### src/rtl/uart_tx_if.sv
// Byte-source side of the UART transmitter: baud tick, start request/data,
// ready/done status and the serial line itself.
interface uart_tx_if #(
  parameter int DBIT = 8
);
  logic            tick;
  logic            tx_start;
  logic [DBIT-1:0] din;
  logic            tx_ready;
  logic            tx_done_tick;
  logic            tx;

  modport master (
    output tick, tx_start, din,
    input  tx_ready, tx_done_tick, tx
  );

  modport slave (
    input  tick, tx_start, din,
    output tx_ready, tx_done_tick, tx
  );
endinterface

### src/rtl/uart_tx.sv
// UART transmitter: start bit, DBIT data bits LSB-first, then SB_TICK ticks of stop,
// all paced by an oversampled baud tick. tx and tx_done_tick are registered.
module uart_tx #(
  parameter int DBIT       = 8,
  parameter int OVERSAMPLE = 16,
  parameter int SB_TICK    = 16
) (
  input logic      clk,
  input logic      rst_n,
  uart_tx_if.slave bus
);
  localparam int SMAX = (OVERSAMPLE > SB_TICK) ? OVERSAMPLE : SB_TICK;
  localparam int SW   = (SMAX > 1) ? $clog2(SMAX) : 1;
  localparam int NW   = (DBIT > 1) ? $clog2(DBIT) : 1;

  localparam logic [SW-1:0] S_BIT_LAST  = SW'(OVERSAMPLE - 1);
  localparam logic [SW-1:0] S_STOP_LAST = SW'(SB_TICK - 1);
  localparam logic [NW-1:0] N_LAST      = NW'(DBIT - 1);

  typedef enum logic [1:0] {IDLE, START, DATA, STOP} state_t;

  state_t          state_reg, state_next;
  logic [SW-1:0]   s_reg, s_next;
  logic [NW-1:0]   n_reg, n_next;
  logic [DBIT-1:0] b_reg, b_next;
  logic            tx_reg, tx_next;
  logic            done_reg, done_next;

  always_ff @(posedge clk) begin
    if (!rst_n) begin
      state_reg <= IDLE;
      s_reg     <= '0;
      n_reg     <= '0;
      b_reg     <= '0;
      tx_reg    <= 1'b1;
      done_reg  <= 1'b0;
    end else begin
      state_reg <= state_next;
      s_reg     <= s_next;
      n_reg     <= n_next;
      b_reg     <= b_next;
      tx_reg    <= tx_next;
      done_reg  <= done_next;
    end
  end

  // The line level for the next bit is computed here so tx stays a flop.
  always_comb begin
    state_next = state_reg;
    s_next     = s_reg;
    n_next     = n_reg;
    b_next     = b_reg;
    tx_next    = tx_reg;
    done_next  = 1'b0;
    case (state_reg)
      IDLE: begin
        tx_next = 1'b1;
        if (bus.tx_start) begin
          b_next     = bus.din;
          s_next     = '0;
          state_next = START;
          tx_next    = 1'b0;
        end
      end
      START: begin
        if (bus.tick) begin
          if (s_reg == S_BIT_LAST) begin
            s_next     = '0;
            n_next     = '0;
            state_next = DATA;
            tx_next    = b_reg[0];
          end else begin
            s_next = s_reg + SW'(1);
          end
        end
      end
      DATA: begin
        if (bus.tick) begin
          if (s_reg == S_BIT_LAST) begin
            s_next = '0;
            b_next = b_reg >> 1;
            if (n_reg == N_LAST) begin
              state_next = STOP;
              tx_next    = 1'b1;
            end else begin
              n_next  = n_reg + NW'(1);
              tx_next = b_reg[1];
            end
          end else begin
            s_next = s_reg + SW'(1);
          end
        end
      end
      STOP: begin
        tx_next = 1'b1;
        if (bus.tick) begin
          if (s_reg == S_STOP_LAST) begin
            state_next = IDLE;
            done_next  = 1'b1;
          end else begin
            s_next = s_reg + SW'(1);
          end
        end
      end
      default: state_next = IDLE;
    endcase
  end

  assign bus.tx           = tx_reg;
  assign bus.tx_done_tick = done_reg;
  assign bus.tx_ready     = (state_reg == IDLE);
endmodule

### src/flat_wrapper.sv
// flat-port wrapper written by rule: the top's interface ports become plain ports
module uart_tx_flat 
#(
  parameter int DBIT       = 8,
  parameter int OVERSAMPLE = 16,
  parameter int SB_TICK    = 16
)
  (clk, rst_n, bus_tick, bus_tx_start, bus_din, bus_tx_ready, bus_tx_done_tick, bus_tx);
  uart_tx_if #(.DBIT(DBIT)) bus_i ();
  input logic clk;
  input logic rst_n;
  input wire logic [$bits(bus_i.tick)-1:0] bus_tick;
  input wire logic [$bits(bus_i.tx_start)-1:0] bus_tx_start;
  input wire logic [$bits(bus_i.din)-1:0] bus_din;
  output wire logic [$bits(bus_i.tx_ready)-1:0] bus_tx_ready;
  output wire logic [$bits(bus_i.tx_done_tick)-1:0] bus_tx_done_tick;
  output wire logic [$bits(bus_i.tx)-1:0] bus_tx;
  assign bus_i.tick = bus_tick;
  assign bus_i.tx_start = bus_tx_start;
  assign bus_i.din = bus_din;
  assign bus_tx_ready = bus_i.tx_ready;
  assign bus_tx_done_tick = bus_i.tx_done_tick;
  assign bus_tx = bus_i.tx;
  uart_tx #(.DBIT(DBIT), .OVERSAMPLE(OVERSAMPLE), .SB_TICK(SB_TICK)) u_core (.clk(clk), .rst_n(rst_n), .bus(bus_i));
endmodule
### config.mk
export PLATFORM = sky130hd
export DESIGN_NAME = uart_tx_flat
export DESIGN_NICKNAME = d
export VERILOG_FILES = /design/src/rtl/uart_tx_if.sv /design/src/rtl/uart_tx.sv /design/src/flat_wrapper.sv
export SDC_FILE = /design/constraint.sdc
export NUM_CORES = 1
export LEC_CHECK = 0
export BUFFER_PORTS_ARGS = -buffer_cell sky130_fd_sc_hd__buf_2
export CAP_MARGIN = 20
export CORE_MARGIN = 8
export CORE_UTILIZATION = 35
export CTS_BUF_LIST = sky130_fd_sc_hd__clkbuf_4 sky130_fd_sc_hd__clkbuf_8 sky130_fd_sc_hd__clkbuf_16
export DETAILED_ROUTE_END_ITERATION = 12
export GPL_ROUTABILITY_DRIVEN = 0
export PLACE_DENSITY_LB_ADDON = 0.12
export SETUP_SLACK_MARGIN = 0.3
export SLEW_MARGIN = 20
export SYNTH_ARGS = -nofsm -noshare
export SYNTH_HDL_FRONTEND = slang
export SYNTH_SLANG_ARGS = --single-unit
### constraint.sdc
create_clock -name clk -period 3.06 [get_ports clk]
set_input_delay 0.612 -clock clk [delete_from_list [all_inputs] [get_ports clk]]
set_output_delay 0.612 -clock clk [all_outputs]
set_load 0.01 [all_outputs]
==> impl_metrics.py <==
metrics = {
    "layout": {
        "share_of_cells_above_drive_strength_1": 0.167,
        "largest_register_ffs": 8,
        "final_cell_mix": "sky130_fd_sc_hd__dfxtp_1, sky130_fd_sc_hd__nand2_1, sky130_fd_sc_hd__buf_2",
        "nets": 146,
        "antenna_cells": 0,
        "layout.cells.most_common": "sky130_fd_sc_hd__dfxtp_1",
        "design_area_mm2": 0.00117,
        "area_delta_synth_final_pct": 10.7,
    },
    "synthesis": {
        "synth_nets": 132,
        "synth_top_area_share": 0.361,
        "synth_largest_area_cell": "sky130_fd_sc_hd__dfxtp_1",
        "synth_seq_cells": 19,
        "synth.cell_area_mm2": 0.00105,
        "synth.area.top_cells": "sky130_fd_sc_hd__dfxtp_1, sky130_fd_sc_hd__mux2i_1, sky130_fd_sc_hd__ha_1",
        "ys_dominant_reg_cell": "sky130_fd_sc_hd__dfxtp_1",
        "synth_area_per_cell_um2": 9.33,
        "syn-instance-count": 113,
        "yosys_warnings": 0,
        "postSynth.asyncResetShare": 0,
        "synth_cell_type_count": 30,
        "synth-seq-area-share": 0.361,
        "number_of_enable_flip_flop_cells_after_synthesis": 0,
    },
    "clock_network": {
        "cts_made_buffers": 3,
        "ctsRootBufferMaster": "sky130_fd_sc_hd__clkbuf_4",
        "post_cts_hold_buffer_count": 0,
        "cts_tree": "yes",
        "post_cts.resized_instances": 0,
        "worstSkewPairLatency_ns": 0.30,
        "ctsLongestPathBuffers": 2,
        "worst_setup_hold_path_clk_slew_ns": 0.13,
        "clkSinkCount": 19,
        "cts.htree.levels": 1,
        "post-cts-setup-buffer-count": 0,
    },
    "route": {
        "route.detailed.drc": 0,
        "wl_mm": 2.01,
        "drt-wirelength-per-cell_um": 12.7,
        "detail_route.iter0.violations": 44,
        "drt_first_pass_iters": 4,
        "avgViaCountPerCell": 5.07,
        "detail-route-antenna-nets": 0,
        "route.vias.total": 806,
    },
    "setup_path": {
        "cp-start-kind": "flop",
        "worstSetupEndpointType": "flop",
        "critPathKind": "reg -> reg",
        "critical_path_peak_fanout": 19,
        "worst-path-buf-inv": 1,
        "timing.critical_path.slowest_stage_cell": "sky130_fd_sc_hd__ha_1",
        "cp_data_required_time_ns": 3.27,
        "cpLargestDelayFamily": "adder cells",
        "slowest_delay_ns": 0.68,
        "critical_path.cell_chain": "inv_1, ha_1, nor2_1, a211oi_4, nand2_1, o211a_1",
        "cp.arrival_ns": 2.40,
    },
    "floorplanning": {
        "floorplan.die.height_um": 70.9,
        "i_o_pin_count": 15,
        "initial_utilization": 0.357,
        "die_area_mm2": 0.00503,
        "rows": 20,
        "die_width_um": 70.9,
        "coreArea_mm2": 0.00295,
    },
    "power_and_ir_drop": {
        "worst_ir_drop_vdd_v": 0.000305,
        "pwr_density_cell_mw_per_mm2": 779,
        "power.static_leakage_nw": 0.557,
        "total_power_mw": 0.910,
    },
    "global_route": {
        "gr-usage-met1": 0.108,
        "grt_most_used_layer": "met2",
        "wire_length_of_the_first_global_routing_pass_mm": 3.40,
        "met3_usage": 0.0254,
        "grt_overflow": 0,
        "grt_pass1_vias": 768,
        "grt_max_degree": 23,
        "global_route.usage.met2": 0.118,
        "track_usage": 0.0833,
        "antenna_found_initial": 0,
    },
    "placed_design": {
        "io_buffers": 14,
        "placedInstanceArea_mm2": 0.00114,
        "detailed_place_hpwl_mm": 1.48,
    },
    "worst_hold_path": {
        "worstHoldPathType": "reg -> reg",
    },
    "timing": {
        "report.final.hold_viol_count": 0,
        "unrepaired_setup_endpoints_after_global_routing": "no",
        "share_of_the_clock_period_used_by_the_worst_path_after_layout": 0.713,
        "max_clock_freq_mhz": 458,
        "timing.final.setup_violations": 0,
        "fin_setup_tns_ns": 0,
        "worst_max_slew_margin_expressed_relative_to_the_limit": 0.470,
        "timing_worst_slew_pin_value_ns": 0.795,
        "fin_crit_ns": 2.18,
        "clock_skew_ns": 0.0112,
        "maxSlewViolCount": 0,
    },
    "job": {
        "timing.max_cap.violations": 0,
    },
    "outcome": {
        "run_status": "finished, final reports clean",
    },
}
-- report_power, final --
group	internal, mW	switching [mW]
sequential	0.309	0.0371
combinational	0.190	0.239
clock	0.0497	0.0852
-- through the flow --
stage	util	setup slack [ns]	std cells	hold slack, ns
2_1_floorplan	-	1.38	113	0.453
3_3_place_gp	0.385	0.941	155	0.468
3_5_place_dp	0.385	0.899	155	0.474
4_1_cts	0.395	0.868	159	0.493
5_1_grt	0.395	0.648	159	0.528
6_report	0.395	0.879	159	0.485
-- logic make-up (layout without fill, tap and decap cells) --
| kind of cell | Yosys count | count (layout) | synth area share |
|---|---|---|---|
| AO/OA/AOI/OAI | 27 | 27 | 0.198 |
| adder cells (fa/ha/maj) | 7 | 7 | 0.0830 |
| buffers and inverters | 9 | 22 | 0.0415 |
| flip-flops | 19 | 19 | 0.361 |
| multiplexers | 12 | 12 | 0.114 |
| AND/OR/NAND/NOR | 39 | 39 | 0.203 |
-- cell usage after synthesis, types with 2 or more instances --
library cell               count
sky130_fd_sc_hd__o21ai_0       8
sky130_fd_sc_hd__o211a_1       7
sky130_fd_sc_hd__and2b_1       2
sky130_fd_sc_hd__a21oi_1       3
sky130_fd_sc_hd__ha_1          7
sky130_fd_sc_hd__a21boi_0      2
sky130_fd_sc_hd__nand2_1      15
sky130_fd_sc_hd__mux2i_1      12
sky130_fd_sc_hd__buf_2         2
sky130_fd_sc_hd__inv_1         4
sky130_fd_sc_hd__and2_1        3
sky130_fd_sc_hd__nor2b_1       5
sky130_fd_sc_hd__clkbuf_1      2
sky130_fd_sc_hd__nor2_1        6
sky130_fd_sc_hd__nand3_1       2
sky130_fd_sc_hd__dfxtp_1      19
-- routing by layer --
| metal | vias to the layer above | wire, µm |
|---|---|---|
| li1 | 423 | - |
| met1 | 369 | 1050 |
| met2 | 12 | 846 |
| met3 | 2 | 103 |
| met4 | 0 | 15 |
| met5 | - | 0 |
-- tightest hold or removal path, stage by stage (launching register included) --
cell and delay [ns]:
sky130_fd_sc_hd__dfxtp_1 0.34, sky130_fd_sc_hd__nand2_1 0.05, sky130_fd_sc_hd__o21ai_0 0.06
-- cell type report --
type	count	area, µm²
well taps	33	41.3
repair buffers	14	70.1
inverters	4	15.0
flip-flops and latches	19	380
fillers	322	1790
multi-input cells	85	631
clock inverters	1	7.51
clock buffers	3	22.5
-- path summary, 6_finish.rpt --
kind | startpoint | end | slack [ns] | depth (start not counted)
setup / recovery | u_core.state_reg[0]$_SDFFE_PN0P_ | u_core.b_reg[6]$_SDFFE_PN0P_ | 0.88 | 6
hold / removal | u_core.s_reg[1]$_SDFFE_PN0P_ | u_core.s_reg[1]$_SDFFE_PN0P_ | 0.49 | 2
setup reg to reg | u_core.state_reg[0]$_SDFFE_PN0P_ | u_core.b_reg[6]$_SDFFE_PN0P_ | 0.88 | 6
hold reg to reg | u_core.s_reg[1]$_SDFFE_PN0P_ | u_core.s_reg[1]$_SDFFE_PN0P_ | 0.49 | 2
Power figures use the tool's default switching activity.
